--- src/rtl/tinyalu_pkg.sv ---
// Shared opcode/state types and the op classification helper for the TinyALU family.
package tinyalu_pkg;

    typedef enum logic [2:0] {
        OP_NOP = 3'b000,
        OP_ADD = 3'b001,
        OP_AND = 3'b010,
        OP_XOR = 3'b011,
        OP_MUL = 3'b100,
        OP_SUB = 3'b101,
        OP_OR  = 3'b110,
        OP_ILL = 3'b111
    } op_e;

    typedef enum logic {
        IDLE    = 1'b0,
        MUL_RUN = 1'b1
    } state_e;

    // Ops that always finish one cycle after acceptance (the illegal op
    // also finishes immediately, flagging err). MUL and NOP are excluded.
    function automatic logic is_single_cycle(input op_e op);
        case (op)
            OP_ADD, OP_AND, OP_XOR, OP_SUB, OP_OR, OP_ILL: is_single_cycle = 1'b1;
            default:                                       is_single_cycle = 1'b0;
        endcase
    endfunction

endpackage

--- src/rtl/tinyalu_wide_if.sv ---
// Start/done command interface of the wide TinyALU.
interface tinyalu_wide_if #(
    parameter int WIDTH = 8
);
    logic [WIDTH-1:0]   A;
    logic [WIDTH-1:0]   B;
    logic [2:0]         op;
    logic               start;
    logic               done;
    logic               busy;
    logic               err;
    logic [2*WIDTH-1:0] result;

    modport master (
        output A, B, op, start,
        input  done, busy, err, result
    );

    modport slave (
        input  A, B, op, start,
        output done, busy, err, result
    );
endinterface

--- src/rtl/tinyalu_mul_pipe.sv ---
// Unsigned multiplier with registered inputs and MULT_LAT-1 register stages;
// the valid bit travels with the data. With MULT_LAT=1 it is purely combinational.
module tinyalu_mul_pipe
    import tinyalu_pkg::*;
#(
    parameter int WIDTH    = 8,
    parameter int MULT_LAT = 3
) (
    input  logic               clk,
    input  logic               reset_n,
    input  logic               in_valid,
    input  logic [WIDTH-1:0]   a,
    input  logic [WIDTH-1:0]   b,
    output logic               out_valid,
    output logic [2*WIDTH-1:0] product
);
    localparam int PW     = 2 * WIDTH;
    localparam int STAGES = MULT_LAT - 1;

    generate
        if (STAGES == 0) begin : g_comb
            logic unused_clk_rst_s;
            assign unused_clk_rst_s = clk ^ reset_n;
            assign product   = PW'(a) * PW'(b);
            assign out_valid = in_valid;
        end else begin : g_pipe
            logic [WIDTH-1:0]  a_r;
            logic [WIDTH-1:0]  b_r;
            logic [STAGES-1:0] vld_r;

            // Operand capture and valid shift register.
            always_ff @(posedge clk or negedge reset_n) begin
                if (!reset_n) begin
                    a_r   <= {WIDTH{1'b0}};
                    b_r   <= {WIDTH{1'b0}};
                    vld_r <= {STAGES{1'b0}};
                end else begin
                    a_r      <= a;
                    b_r      <= b;
                    vld_r[0] <= in_valid;
                    for (int i = 1; i < STAGES; i++) begin
                        vld_r[i] <= vld_r[i-1];
                    end
                end
            end

            if (STAGES == 1) begin : g_one
                assign product   = PW'(a_r) * PW'(b_r);
                assign out_valid = vld_r[0];
            end else begin : g_deep
                logic [PW-1:0] prod_r [STAGES-1];

                // Product pipeline behind the operand registers.
                always_ff @(posedge clk or negedge reset_n) begin
                    if (!reset_n) begin
                        for (int i = 0; i < STAGES - 1; i++) begin
                            prod_r[i] <= {PW{1'b0}};
                        end
                    end else begin
                        prod_r[0] <= PW'(a_r) * PW'(b_r);
                        for (int i = 1; i < STAGES - 1; i++) begin
                            prod_r[i] <= prod_r[i-1];
                        end
                    end
                end

                assign product   = prod_r[STAGES-2];
                assign out_valid = vld_r[STAGES-1];
            end
        end
    endgenerate
endmodule

--- src/rtl/tinyalu_wide.sv ---
// Wide TinyALU: control FSM, MUL latency counter, single-cycle datapath and
// registered done/busy/err/result outputs behind the start/done interface.
module tinyalu_wide
    import tinyalu_pkg::*;
#(
    parameter int WIDTH    = 8,
    parameter int MULT_LAT = 3
) (
    input  logic           clk,
    input  logic           reset_n,
    tinyalu_wide_if.slave  bus
);
    localparam int RW    = 2 * WIDTH;
    localparam int CNT_W = (MULT_LAT > 1) ? $clog2(MULT_LAT) : 1;

    state_e            state_r;
    logic [CNT_W-1:0]  cnt_r;
    logic              done_r;
    logic              busy_r;
    logic              err_r;
    logic [RW-1:0]     result_r;

    op_e               op_s;
    logic              accept_s;
    logic              mul_start_s;
    logic              mul_valid_s;
    logic [RW-1:0]     mul_prod_s;
    logic [RW-1:0]     single_res_s;

    assign op_s        = op_e'(bus.op);
    assign accept_s    = bus.start && !busy_r;
    assign mul_start_s = accept_s && (op_s == OP_MUL);

    tinyalu_mul_pipe #(
        .WIDTH    (WIDTH),
        .MULT_LAT (MULT_LAT)
    ) u_mul (
        .clk       (clk),
        .reset_n   (reset_n),
        .in_valid  (mul_start_s),
        .a         (bus.A),
        .b         (bus.B),
        .out_valid (mul_valid_s),
        .product   (mul_prod_s)
    );

    // Single-cycle result mux; everything is computed at full result width.
    always_comb begin
        single_res_s = {RW{1'b0}};
        case (op_s)
            OP_ADD:  single_res_s = RW'(bus.A) + RW'(bus.B);
            OP_SUB:  single_res_s = RW'(bus.A) - RW'(bus.B);
            OP_AND:  single_res_s = RW'(bus.A & bus.B);
            OP_XOR:  single_res_s = RW'(bus.A ^ bus.B);
            OP_OR:   single_res_s = RW'(bus.A | bus.B);
            default: single_res_s = {RW{1'b0}};
        endcase
    end

    // Control FSM with latency counter and registered outputs.
    always_ff @(posedge clk or negedge reset_n) begin
        if (!reset_n) begin
            state_r  <= IDLE;
            cnt_r    <= {CNT_W{1'b0}};
            done_r   <= 1'b0;
            busy_r   <= 1'b0;
            err_r    <= 1'b0;
            result_r <= {RW{1'b0}};
        end else begin
            done_r <= 1'b0;
            err_r  <= 1'b0;
            case (state_r)
                IDLE: begin
                    if (accept_s) begin
                        if (op_s == OP_MUL) begin
                            if (MULT_LAT > 1) begin
                                state_r <= MUL_RUN;
                                busy_r  <= 1'b1;
                                cnt_r   <= CNT_W'(MULT_LAT - 2);
                            end else begin
                                done_r   <= 1'b1;
                                result_r <= mul_prod_s;
                            end
                        end else if (is_single_cycle(op_s)) begin
                            done_r   <= 1'b1;
                            err_r    <= (op_s == OP_ILL);
                            result_r <= single_res_s;
                        end else begin
                            result_r <= result_r;
                        end
                    end
                end
                MUL_RUN: begin
                    if (cnt_r == CNT_W'(0)) begin
                        state_r <= IDLE;
                        busy_r  <= 1'b0;
                        done_r  <= mul_valid_s;
                        if (mul_valid_s) begin
                            result_r <= mul_prod_s;
                        end
                    end else begin
                        cnt_r <= cnt_r - CNT_W'(1);
                    end
                end
                default: begin
                    state_r <= IDLE;
                    busy_r  <= 1'b0;
                end
            endcase
        end
    end

    assign bus.done   = done_r;
    assign bus.busy   = busy_r;
    assign bus.err    = err_r;
    assign bus.result = result_r;
endmodule

--- src/flat_wrapper.sv ---
// flat-port wrapper written by rule: the top's interface ports become plain ports
module tinyalu_wide_flat import tinyalu_pkg::*;
#(
    parameter int WIDTH    = 8,
    parameter int MULT_LAT = 3
)
  (clk, reset_n, bus_A, bus_B, bus_op, bus_start, bus_done, bus_busy, bus_err, bus_result);
  tinyalu_wide_if #(.WIDTH(WIDTH)) bus_i ();
  input  logic clk;
  input  logic reset_n;
  input wire logic [$bits(bus_i.A)-1:0] bus_A;
  input wire logic [$bits(bus_i.B)-1:0] bus_B;
  input wire logic [$bits(bus_i.op)-1:0] bus_op;
  input wire logic [$bits(bus_i.start)-1:0] bus_start;
  output wire logic [$bits(bus_i.done)-1:0] bus_done;
  output wire logic [$bits(bus_i.busy)-1:0] bus_busy;
  output wire logic [$bits(bus_i.err)-1:0] bus_err;
  output wire logic [$bits(bus_i.result)-1:0] bus_result;
  assign bus_i.A = bus_A;
  assign bus_i.B = bus_B;
  assign bus_i.op = bus_op;
  assign bus_i.start = bus_start;
  assign bus_done = bus_i.done;
  assign bus_busy = bus_i.busy;
  assign bus_err = bus_i.err;
  assign bus_result = bus_i.result;
  tinyalu_wide #(.WIDTH(WIDTH), .MULT_LAT(MULT_LAT)) u_core (.clk(clk), .reset_n(reset_n), .bus(bus_i));
endmodule
--- config.mk ---
export PLATFORM = sky130hd
export DESIGN_NAME = tinyalu_wide_flat
export DESIGN_NICKNAME = d
export VERILOG_FILES = /design/src/rtl/tinyalu_pkg.sv /design/src/rtl/tinyalu_wide_if.sv /design/src/rtl/tinyalu_mul_pipe.sv /design/src/rtl/tinyalu_wide.sv /design/src/flat_wrapper.sv
export SDC_FILE = /design/constraint.sdc
export NUM_CORES = 1
export LEC_CHECK = 0
export CAP_MARGIN = 20
export CORE_ASPECT_RATIO = 1.75
export CORE_MARGIN = 5
export CORE_UTILIZATION = 48
export DETAILED_ROUTE_END_ITERATION = 10
export GPL_TIMING_DRIVEN = 0
export PLACE_DENSITY_LB_ADDON = 0.05
export SLEW_MARGIN = 20
export SYNTH_ARGS = -nofsm -noshare
export SYNTH_HDL_FRONTEND = slang
export SYNTH_SLANG_ARGS = --single-unit
export TNS_END_PERCENT = 50
--- constraint.sdc ---
create_clock -name clk -period 11.1 [get_ports clk]
set_input_delay 2.22 -clock clk [delete_from_list [all_inputs] [get_ports clk]]
set_output_delay 2.22 -clock clk [all_outputs]
set_load 0.01 [all_outputs]
==> qor.yml, run 1 <==
cts_resized: 0
finalHoldViolations: 0
yosys_register_bits: 56
synth.top_cell.area_share_pct: 27.40
start_util_pct: 48.37
ys_seq_area_share_pct: 27.40
die_y_um: 146.5
antenna_found_initial: 0
grt_pass1_vias: 4256
die_width_um: 88.03
finalCriticalPeriod_ps: 4639
critPathArrivalTime_ps: 4830
power.leakage_uw: 0.002871
ant_nets: 0
yosysMostFrequentCell: "inv_1"
clock_latency_ps: 300
start_kind: "flip-flop"
fin_util_pct: 55.02
skew_ps: 11.06
gr-total-overflow: 0
grt_setup_unrepaired: "no"
ios: 41
p_seq_share_pct: 32.8
synthTopCellsByCount: "inv_1 (76), ha_1 (61), dfrtp_1 (56), and2_1 (55), fa_1 (38)"
whs_ps: 362.0
regArea_um2: 1401
gp_congestion: 0.9361
wire_per_inst_um: 17.82
hp-class: "reg -> reg"
vias_per_cell: 5.521
area_growth_pct: 13.75
p_sw_uw: 298.1
htreeDepth: 2
hpwl_um: 10860
slew-limit-headroom_pct: 54.28
drt_wl_total_um: 12900
syn-cell-area_um2: 5114
fmax_ghz: 0.2156
post_cts_buffers: 0
syn_nets: 668
n_antenna_cell: 0
core_um2: 10570
cts_buffers: 5
syn_avg_cell_area_um2: 9.349
dr.pass1.iters: 4
yosysUniqueCellTypes: 58
drv_slew: 0
worstSetupPathType: "reg -> reg"
fin_area_um2: 5817
cp-end-kind: "flip-flop"
cts_hold_buf: 0
cp.required_ps: 11290
fin_tns_setup_ps: 0
ys.flop_type: "dfrtp_1"
worstMarginPinSlew_ps: 685.7
vdd_drop_max_uv: 72.96
cts_tree: "built"
nNetsFinal: 714
dpl_cell_area_um2: 5664
die_area_um2: 12900
vias: 3997
comb_power_share_pct: 46.3
clkPwrFrac_pct: 20.9
total_power_uw: 779.1
power_density_nw_per_um2: 133.9
setup_viol: 0
status: "complete, no violations"
grt_pass1_wl_um: 21260
drive_gt1_share_pct: 5.219
synthCells: 547
cts.sinks: 56
path_max_fanout: 8
rows: 50
io_buffers: 39
multi_input_area_um2: 3313
clockBufferDepth: 2
yosysWarnings: 0
synth_edf_count: 0
clk_pin_slew_ps: 80
post-route-period-util_pct: 41.79
fill_cells: 993
grt_usage_pct: 21.40
yosysTopAreaCell: "dfrtp_1"
p_int_uw: 481.0
r2r_slack_ps: 6460
cts_root_buf: "clkbuf_16"
p_sw_share_pct: 38.26
synthArstFlopShare_pct: 100.0
maxCapViolCount: 0
drt_iter0_drc: 186
drc_errors: 0
grt_max_degree: 57
synthTopCellsByArea: "dfrtp_1 (27%), ha_1 (15%), fa_1 (15%), and2_1 (6.7%), inv_1 (5.6%)"
power by group through the flow:
stage,combinational [uW],clock (uW),sequential [uW]
finish,361,163,256
detailed placement,366,0,259
CTS,370,168,256
global route,410,176,259
global placement,360,0,260
floorplan,260,0,252
layout make-up:
class                   count  share of cell area [%]
inverters                  77                   5.055
plain buffers              16                   1.807
well taps                 130                   2.796
repair buffers             39                   6.668
clock buffers               5                   2.151
clock inverters             3                  0.4732
flip-flops and latches     56                   24.09
multi-input cells         398                   56.96
per-layer routing:
layer	vias to the layer above	track usage [%]	wire, um
met1	1985	22.78	4453
met3	23	1.637	354
met4	0	8.094	406
met5	-	0	0
li1	1902	-	-
met2	87	41.77	7687
cell families after synthesis:
kind of cell,Yosys count,synth area share [%]
buffers and inverters,93,7.805
XOR/XNOR,17,2.912
flip-flops,56,27.40
adder cells (fa/ha/maj),99,29.80
AO/OA/AOI/OAI,94,12.38
AND/OR/NAND/NOR,187,19.48
multiplexers,1,0.2202
worst paths after layout:
check	cells after the start	to	startpoint
max	15	u_core.u_mul.product[14]$_DFF_PN0_	u_core.u_mul.g_pipe.b_r[7]$_DFF_PN0_
min	0	u_core.u_mul.g_pipe.vld_r[1]$_DFF_PN0_	u_core.u_mul.g_pipe.vld_r[0]$_DFF_PN0_
max reg2reg	15	u_core.u_mul.product[14]$_DFF_PN0_	u_core.u_mul.g_pipe.b_r[7]$_DFF_PN0_
min reg2reg	0	u_core.u_mul.g_pipe.vld_r[1]$_DFF_PN0_	u_core.u_mul.g_pipe.vld_r[0]$_DFF_PN0_
max in group asynchronous	1	u_core.u_mul.g_pipe.b_r[0]$_DFF_PN0_	reset_n
min in group asynchronous	1	u_core.bus.done$_DFF_PN0_	reset_n
state kept, by name, indices dropped and copies added (netlist names):
| name | cells |
|---|---|
| u_core.bus.busy | 1 |
| u_core.cnt_r | 2 |
| u_core.bus.result | 16 |
| u_core.u_mul.g_pipe.a_r | 8 |
| u_core.state_r | 1 |
| u_core.bus.done | 1 |
| u_core.u_mul.g_pipe.b_r | 8 |
| u_core.bus.err | 1 |
| u_core.u_mul.g_pipe.vld_r | 2 |
| u_core.u_mul.product | 16 |
through the flow:
step           worst slack, ps  instances
6_report                  6461        724
5_1_grt                   6185        724
4_1_cts                   6418        724
3_5_place_dp              6220        716
3_3_place_gp              6201        716
2_1_floorplan             6816        547
cell usage in the layout (no fill, tap or decap), types with 7 or more instances in the layout:
cell | synthesis | layout
inv_1 | 76 | 76
ha_1 | 61 | 61
dfrtp_1 | 56 | 56
and2_1 | 55 | 55
fa_1 | 38 | 38
clkdlybuf4s50_1 | 0 | 38
nand2_1 | 35 | 35
nor2_1 | 33 | 33
nand3_1 | 27 | 27
a21oi_1 | 22 | 22
o21ai_0 | 21 | 21
xnor2_1 | 12 | 12
a221oi_1 | 7 | 7
worst max-delay path, cell delays in order (launching register included):
cell      delay, ps
dfrtp_1         500
nand2_1         130
fa_1            520
fa_1            550
inv_1            60
fa_1            530
inv_1            60
fa_1            530
inv_1            40
ha_1            340
and3_1          170
a2111o_1        490
a211oi_2        280
o21a_1          140
nor2_1           40
xor2_1          140
No activity file was read; power rests on OpenSTA's default activity.
==> inputs of run 2 (changes only) <==
clock period = 3.78 ns   (was 11.1 ns; I/O delays follow)
==> qor.yml, run 2 (synthesized netlist as in run 1, its figures left out) <==
status: "complete, but fails checks"
violations: "setup timing"
grt_usage_pct: 22.27  # +0.87 points
grt_max_degree: 57  # unchanged
grt_pass1_wl_um: 22130  # +4.1%
critPathArrivalTime_ps: 4480  # -350 ps
start_util_pct: 48.37  # unchanged
path_max_fanout: 6  # -2
post-route-period-util_pct: 113.1  # +71 points
p_sw_uw: 1019  # +240%
p_sw_share_pct: 37.35  # -0.91 points
multi_input_area_um2: 3513  # +6.0%
hp-class: "reg -> reg"
preCtsSetupSlack_ps: -748.9  # -6968 ps
die_y_um: 146.5  # unchanged
clockBufferDepth: 2  # unchanged
rows: 50  # unchanged
area_growth_pct: 24.00
worstMarginPinSlew_ps: 701.9  # +16.16 ps
drive_gt1_share_pct: 18.05  # +13 points
drt_iter0_drc: 146  # -22%
ios: 41  # unchanged
skew_ps: 9.858  # -1.200 ps
fill_cells: 968  # -2.5%
drt_wl_total_um: 13630  # +5.6%
grt_pass1_vias: 4391  # +3.2%
power_density_nw_per_um2: 430.2  # +220%
drv_slew: 0  # unchanged
vias_per_cell: 5.401  # -2.2%
cts_buffers: 5  # unchanged
antenna_found_initial: 0  # unchanged
start_kind: "flip-flop"
hold_depth: 0  # unchanged
gp_congestion: 0.9377  # +0.17%
grt_setup_unrepaired: "yes"
wire_per_inst_um: 18.02  # +1.1%
nNetsFinal: 746  # +4.5%
whs_ps: 354.4  # -7.575 ps
cp-end-kind: "flip-flop"
p_seq_share_pct: 27.3  # -5.5 points
finalHoldViolations: 0  # unchanged
gr-total-overflow: 0  # unchanged
clkPwrFrac_pct: 17.0  # -3.9 points
core_um2: 10570  # unchanged
dr.pass1.iters: 4  # unchanged
n_antenna_cell: 0  # unchanged
min_to: "u_core.u_mul.g_pipe.vld_r[1]$_DFF_PN0_"
rr_startpoint: "u_core.u_mul.g_pipe.a_r[4]$_DFF_PN0_"
rr_worst_depth: 15  # unchanged
cts_root_buf: "clkbuf_16"
top_usage_layer: "met2"
total_power_uw: 2728  # +250%
layout_commonest_cell: "inv_1"
grt_util_met1_pct: 23.75  # +0.97 points
cts.sinks: 56  # unchanged
regArea_um2: 1418  # +1.2%
hpwl_um: 10890  # +0.24%
fmax_ghz: 0.2339  # +8.5%
maxCapViolCount: 0  # unchanged
p_int_uw: 1709  # +260%
setup_viol: 7  # +7
htreeDepth: 2  # unchanged
grtUsageMet3_pct: 1.750  # +0.11 points
die_width_um: 88.03  # unchanged
fin_tns_setup_ps: -2184  # -2184 ps
fin_ws_ps: -495.1  # -6956 ps
vias: 4083  # +2.2%
clk_pin_slew_ps: 80  # about the same
finalCriticalPeriod_ps: 4275  # -364.1 ps
r2r_slack_ps: -500  # -6960 ps
slew-limit-headroom_pct: 53.21  # -1.1 points
io_buffers: 39  # unchanged
cts_tree: "built"
worstSetupPathType: "reg -> reg"
vdd_drop_max_uv: 340.9  # +370%
drc_errors: 0  # unchanged
comb_power_share_pct: 55.7  # +9.4 points
grtUsageMet2_pct: 42.64  # +0.87 points
r2r_end: "u_core.u_mul.product[14]$_DFF_PN0_"
clock_latency_ps: 300  # about the same
ant_nets: 0  # unchanged
cp.required_ps: 3980  # -7310 ps
hp-start: "u_core.u_mul.g_pipe.vld_r[0]$_DFF_PN0_"
die_area_um2: 12900  # unchanged
fin_util_pct: 59.98  # +5.0 points
mostFrequentLayoutCells: "inv_1 (70), ha_1 (56), and2_1 (47), dfrtp_1 (43), clkdlybuf4s50_1 (38)"
power.leakage_uw: 0.003088  # +7.6%
## run 2: cell types whose count changed in the layout (fill, tap and decap cells not counted), sizes merged
cell / previous run / this run
clkinvlp: 1 / 0
buf: 12 / 44
clkinv: 1 / 2
## run 2: what timing repair did
item / in CTS / in global routing
hold buffers: 0 / 0
setup buffers: 27 / 5
setup endpoints to repair: 8 / 8
pin swaps: 24 / 23
gates resized for setup: 26 / 21
hold endpoints to repair: 0 / 0
## run 2: stage by stage
stage | cells | instance area (um^2)
floorplan | 547 | 5205
global placement | 716 | 5758
detailed placement | 716 | 5756
CTS | 751 | 6228
global route | 756 | 6341
finish | 756 | 6341
## run 2: power groups by stage
| stage | combinational, uW | clock (uW) | sequential [uW] |
|---|---|---|---|
| finish | 1520 | 464 | 745 |
| global route | 1680 | 497 | 752 |
| CTS | 1370 | 479 | 743 |
| detailed placement | 1210 | 0 | 758 |
| global placement | 1200 | 0 | 762 |
| floorplan | 867 | 0 | 742 |
## run 2: worst max-delay path by stage
stage                                                     from                            endpoint  cells after the start
after floorplan           u_core.u_mul.g_pipe.b_r[5]$_DFF_PN0_  u_core.u_mul.product[14]$_DFF_PN0_                     15
after global placement    u_core.u_mul.g_pipe.a_r[2]$_DFF_PN0_  u_core.u_mul.product[14]$_DFF_PN0_                     15
after detailed placement  u_core.u_mul.g_pipe.a_r[2]$_DFF_PN0_  u_core.u_mul.product[14]$_DFF_PN0_                     15
after CTS                 u_core.u_mul.g_pipe.a_r[5]$_DFF_PN0_  u_core.u_mul.product[14]$_DFF_PN0_                     15
after global routing      u_core.u_mul.g_pipe.a_r[5]$_DFF_PN0_  u_core.u_mul.product[14]$_DFF_PN0_                     15
final                     u_core.u_mul.g_pipe.a_r[4]$_DFF_PN0_  u_core.u_mul.product[14]$_DFF_PN0_                     15
## run 2: critical path: stages, from the launching register on
cell and delay, ps:
dfrtp_2 420, buf_4 150, and2_1 170, fa_1 510, fa_1 520, fa_1 550, inv_1 50, fa_1 530
inv_2 60, ha_4 330, nand3_1 90, a21boi_1 180, a211oi_2 80, o21a_1 180, nor2_1 130, xor2_1 230
## run 2: layout make-up
cell class / count / area share [%]
multi-input cells: 398 / 55.41
flip-flops and latches: 56 / 22.36
repair buffers: 71 / 11.05
inverters: 77 / 4.637
well taps: 130 / 2.565
clock buffers: 5 / 1.973
plain buffers: 16 / 1.657
clock inverters: 3 / 0.3552
## run 2: routing by layer
| layer | wire [um] | vias up |
|---|---|---|
| li1 | - | 1971 |
| met1 | 4783 | 2016 |
| met2 | 8030 | 67 |
| met3 | 234 | 29 |
| met4 | 578 | 0 |
| met5 | 0 | - |
==> edit 1, RTL diff (config.mk and constraints of run 2) <==
`MULT_LAT` is set to 3 in 3 places; all go to 6.
--- a/src/rtl/tinyalu_mul_pipe.sv
+++ b/src/rtl/tinyalu_mul_pipe.sv
@@ -4,7 +4,7 @@
     import tinyalu_pkg::*;
 #(
     parameter int WIDTH    = 8,
-    parameter int MULT_LAT = 3
+    parameter int MULT_LAT = 6
 ) (
     input  logic               clk,
     input  logic               reset_n,
--- a/src/rtl/tinyalu_wide.sv
+++ b/src/rtl/tinyalu_wide.sv
@@ -4,7 +4,7 @@
     import tinyalu_pkg::*;
 #(
     parameter int WIDTH    = 8,
-    parameter int MULT_LAT = 3
+    parameter int MULT_LAT = 6
 ) (
     input  logic           clk,
     input  logic           reset_n,
--- a/src/flat_wrapper.sv
+++ b/src/flat_wrapper.sv
@@ -2,7 +2,7 @@
 module tinyalu_wide_flat import tinyalu_pkg::*;
 #(
     parameter int WIDTH    = 8,
-    parameter int MULT_LAT = 3
+    parameter int MULT_LAT = 6
 )
   (clk, reset_n, bus_A, bus_B, bus_op, bus_start, bus_done, bus_busy, bus_err, bus_result);
   tinyalu_wide_if #(.WIDTH(WIDTH)) bus_i ();
Behaviour: not the same (a bounded check fails within 4 cycles, from zero or initial values and one cycle with reset_n low).
==> edit 1 against run 2 <==
- the run still ends with negative setup slack left
- sequential cell count up 52
- clock skew is 0.0023 ns lower
- area after synthesis grew 30%
- routed wire length increased by 16%
- via count rose by 17%
- cell area grew 28%
- setup slack improved by 0.21 ns
- total power increased by 78%
- combinational power grew 47%
==> edit 1: results (changes against run 2) <==
| Metric | Value |
|---|---|
| Largest net degree at the start of global routing | `85 (+49%)` |
| Synth Area per Inst | `10.5 um^2 (+12%)` |
| Post-Synth Adder-Cell Area | `0.230 (-0.0675)` |
| Wl on met1 | `5560 um (+16%)` |
| Metal3 WL | `450 um (+92%)` |
| Final setup violation count | `7 (unchanged)` |
| First-pass GRT wire length | `26300 um (+19%)` |
| HP Class | `in2async` |
| Syn nets | `759 (+14%)` |
| Main area contributors after synthesis | `dfrtp_1, ha_1, fa_1` |
| Clock share of power | `0.187 (+0.017)` |
| DP HPWL | `11900 um (+9.5%)` |
| CTS Buf Count | `9 (+4)` |
| Vias in the first global route | `5249 (+20%)` |
| Multi-input comb cells | `421 (+5.8%)` |
| Inverter count | `89 (+16%)` |
| Post-synth top cells | `dfrtp_1, inv_1, ha_1, nand2_1, and2_1` |
| Initial DRC count | `154 (+5.5%)` |
| VDD IR max | `0.489 mV (+43%)` |
| H-tree depth | `3 (+1)` |
| Sequential Power Share | `0.350 (+0.077)` |
| Outcome | `finished with violations` |
| GRT met2 Usage | `0.389 (-0.0373)` |
| Crit path DAT | `4.32 ns (-0.16 ns)` |
| Fill cells | `1203 (+24%)` |
| Clock buffers | `10 (+5)` |
| Int Pwr | `3.11 mW (+82%)` |
| Met2 WL post-DR | `8990 um (+12%)` |
| Failing checks | `negative setup slack` |
| Fraction of layout cells with a size suffix above 1 | `0.181 (about the same)` |
| Buffering overhead | `0.0990 (-0.0281)` |
| Lkg Pwr | `3.77 nW (+22%)` |
| Buffers excl. clock | `86 (-1.1%)` |
| CP Max Fanout | `5 (-1)` |
| Met1 Use GR | `0.207 (-0.0308)` |
| Clk tree area frac | `0.0353 (+0.0120)` |
| Skew-Pair Late Insertion Delay | `0.35 ns (+0.05 ns)` |
| Multi-input gate area | `3720 um^2 (+6.0%)` |
| Setup ws final | `-0.281 ns (+0.215 ns)` |
| Seq_cells | `108 (+93%)` |
[edit 1: critical path, stage by stage (launching register included)]
cell      delay [ns]
dfrtp_2         0.43
buf_4           0.15
and2_1          0.15
fa_1            0.48
fa_1            0.52
fa_1            0.52
fa_2            0.49
ha_4            0.21
or3_4           0.37
nand2b_4        0.16
o211ai_4        0.24
nor3b_2         0.09
a211oi_2        0.16
[edit 1: worst paths after layout]
kind / from / end / slack, ns / cells past startpoint
min reg2reg: u_core.u_mul.g_pipe.g_deep.prod_r[39] / u_core.u_mul.g_pipe.g_deep.prod_r[23] / 0.35 / 0
min in group clk: u_core.u_mul.g_pipe.g_deep.prod_r[39] / u_core.u_mul.g_pipe.g_deep.prod_r[23] / 0.35 / 0
min: reset_n / u_core.u_mul.g_pipe.g_deep.prod_r[33] / 0.27 / 1
max reg2reg: u_core.u_mul.g_pipe.b_r[2] / u_core.u_mul.g_pipe.g_deep.prod_r[63] / -0.28 / 12
max in group asynchronous: reset_n / u_core.u_mul.g_pipe.a_r[6] / 2.80 / 2
max: u_core.u_mul.g_pipe.b_r[2] / u_core.u_mul.g_pipe.g_deep.prod_r[63] / -0.28 / 12
[edit 1: what timing repair did]
item / in CTS / in global routing
setup endpoints to repair: 9 / 9
pin swaps: 29 / 21
buffers inserted: 16 / 11
resized for setup: 61 / 5
[edit 1: stage by stage]
| stage | setup WS [ns] | power [mW] | cells |
|---|---|---|---|
| 3_5_place_dp | -0.522 | 3.57 | 854 |
| 4_1_cts | -0.304 | 4.83 | 886 |
| 6_report | -0.281 | 4.84 | 897 |
| 3_3_place_gp | -2.05 | 3.52 | 853 |
| 2_1_floorplan | -0.0652 | 2.91 | 637 |
| 5_1_grt | -0.427 | 5.19 | 897 |
==> edit 2, RTL diff (config.mk and constraints of run 2) <==
Made on the original files. Remove the case item `OP_ADD` of the case on `op_s`.
--- a/src/rtl/tinyalu_wide.sv
+++ b/src/rtl/tinyalu_wide.sv
@@ -48,7 +48,6 @@
     always_comb begin
         single_res_s = {RW{1'b0}};
         case (op_s)
-            OP_ADD:  single_res_s = RW'(bus.A) + RW'(bus.B);
             OP_SUB:  single_res_s = RW'(bus.A) - RW'(bus.B);
             OP_AND:  single_res_s = RW'(bus.A & bus.B);
             OP_XOR:  single_res_s = RW'(bus.A ^ bus.B);
Behaviour: not the same (Yosys sat finds a counterexample within 4 cycles, from zero or initial values and one cycle with reset_n low).
==> edit 2 against run 2 <==
- the flow still finishes with violations (negative setup slack)
- clock power is 3% higher
- worst hold slack better by 0.0011 ns
- area after synthesis shrank 2.2%
- sequential cell count unchanged
- routed wire length shrank 8.6%
- die area is 2.0% lower
- sequential share of layout area rose by 1.3 points
- count of clock-buffer cells in the layout is the same
- first-iteration DRC count decreased by 2.1%
- setup slack improved by 0.22 ns
- cell area fell by 5.4%
- total power down 4.1%
- critical endpoint unchanged
- largest power group unchanged
- highest routed layer unchanged
==> edit 2: results (changes against run 2) <==
| Metric | Value |
|---|---|
| Wl on met1 | `4700 um (-1.7%)` |
| PortBufs | `39 (unchanged)` |
| Failing checks | `negative setup slack` |
| CTS Buf Count | `5 (unchanged)` |
| Critical Path Max Stage Delay | `0.53 ns (-0.02 ns)` |
| Placed cell count | `692 (-3.4%)` |
| Synth Area per Inst | `9.51 um^2 (+1.7%)` |
| Post-CTS Resized | `22 (-15%)` |
| Syn nets | `646 (-3.3%)` |
| Initial antenna violation count | `0 (unchanged)` |
| Non-Filler Instances | `712 (-5.8%)` |
| Fill cells | `916 (-5.4%)` |
| GRT met2 Usage | `0.384 (-0.0428)` |
| Vias/cell | `5.48 (+1.4%)` |
| Outcome | `finished with violations` |
| Setup ws final | `-0.280 ns (+0.215 ns)` |
| Crit path DAT | `4.23 ns (-0.25 ns)` |
| Gr usage total | `0.208 (-0.0145)` |
| VDD IR max | `0.312 mV (-8.4%)` |
| Final setup violation count | `6 (-1)` |
| Routability cong. | `0.908 (-3.2%)` |
| Nets | `704 (-5.6%)` |
| Post-synthesis cell type count | `53 (-8.6%)` |
| Setup Buffers After CTS | `11 (-59%)` |
| Post-place setup slack | `-0.466 ns (+0.283 ns)` |
| H-tree depth | `2 (unchanged)` |
| DP HPWL | `10100 um (-7.7%)` |
| Int Pwr | `1.63 mW (-4.6%)` |
| Vias in the first global route | `4221 (-3.9%)` |
| Cts hold-fix bufs | `0 (unchanged)` |
| Largest net degree at the start of global routing | `57 (unchanged)` |
| TNS Setup | `-1.08 ns (+1.11 ns)` |
| Metal3 WL | `328 um (+40%)` |
| Slew @ Worst Pin | `0.696 ns (-0.00589 ns)` |
| Lkg Pwr | `2.87 nW (-7.2%)` |
| Main area contributors after synthesis | `dfrtp_1, ha_1, fa_1` |
| WL final | `12500 um (-8.6%)` |
| Post-synth top cells | `inv_1, ha_1, dfrtp_1, and2_1, fa_1` |
| Clock buffer depth | `2 (unchanged)` |
| HP Class | `reg2reg` |
| Clk slew on worst S/H paths | `0.08 ns (about the same)` |
| Final clock skew | `0.00780 ns (-0.00205 ns)` |
| Main synth FF type | `dfrtp_1` |
| Power Clock | `477 uW (+3%)` |
| Grt met3 use | `0.0233 (+0.00575)` |
| Final Hold Vio Count | `0 (unchanged)` |
| Sequential fraction of the synthesis area | `0.280 (+0.00624)` |
| First-pass GRT wire length | `20700 um (-6.7%)` |
| Initial DRC count | `143 (-2.1%)` |
| Met2 WL post-DR | `6980 um (-13%)` |
| Sw frac | `0.377 (+0.00332)` |
| Part of the power in combinational logic | `0.519 (-0.038)` |
| CP Max Fanout | `8 (+2)` |
| Fraction of layout cells with a size suffix above 1 | `0.142 (-0.0386)` |
| Placed cell area | `5670 um^2 (-1.5%)` |
| CTS root buffer | `clkbuf_16` |
| Met1 Use GR | `0.237 (about the same)` |
edit 2: changes by cell type after synthesis, moves of 6 or more:
cell,run 2,this run
a221oi_1,7,1
a22oi_1,1,8
nor2_1,33,23
mux2i_1,0,12
mux2_2,1,8
nand3_1,27,9
nand2_1,35,27
inv_1,76,90
edit 2: cells by family after synthesis:
kind of cell,share of synthesized area
flip-flops,0.280
AND/OR/NAND/NOR,0.159
XOR/XNOR,0.0175
AO/OA/AOI/OAI,0.124
multiplexers,0.0420
adder cells (fa/ha/maj),0.301
buffers and inverters,0.0763
edit 2: final cells by class:
| class | instances | area, um^2 | share of cell area |
|---|---|---|---|
| Sequential cell | 56 | 1420 | 0.237 |
| Timing Repair Buffer | 51 | 494 | 0.0824 |
| Clock inverter | 3 | 26.3 | 0.00438 |
| Buffer | 9 | 40.0 | 0.00668 |
| Multi-Input combinational cell | 370 | 3390 | 0.566 |
| Clock buffer | 5 | 125 | 0.0209 |
| Tap cell | 127 | 159 | 0.0265 |
| Inverter | 91 | 342 | 0.0570 |
edit 2: final timing paths:
check                                                   from                            to  slack (ns)  cells past startpoint
worst max-delay path              u_core.u_mul.g_pipe.a_r[3]      u_core.u_mul.product[14]       -0.28                     13
worst min-delay path            u_core.u_mul.g_pipe.vld_r[0]  u_core.u_mul.g_pipe.vld_r[1]        0.36                      0
worst max register to register    u_core.u_mul.g_pipe.a_r[3]      u_core.u_mul.product[14]       -0.28                     13
worst min register to register  u_core.u_mul.g_pipe.vld_r[0]  u_core.u_mul.g_pipe.vld_r[1]        0.36                      0
max in group asynchronous                            reset_n    u_core.u_mul.g_pipe.a_r[1]        2.77                      1
min in group asynchronous                            reset_n  u_core.u_mul.g_pipe.vld_r[0]        0.50                      1
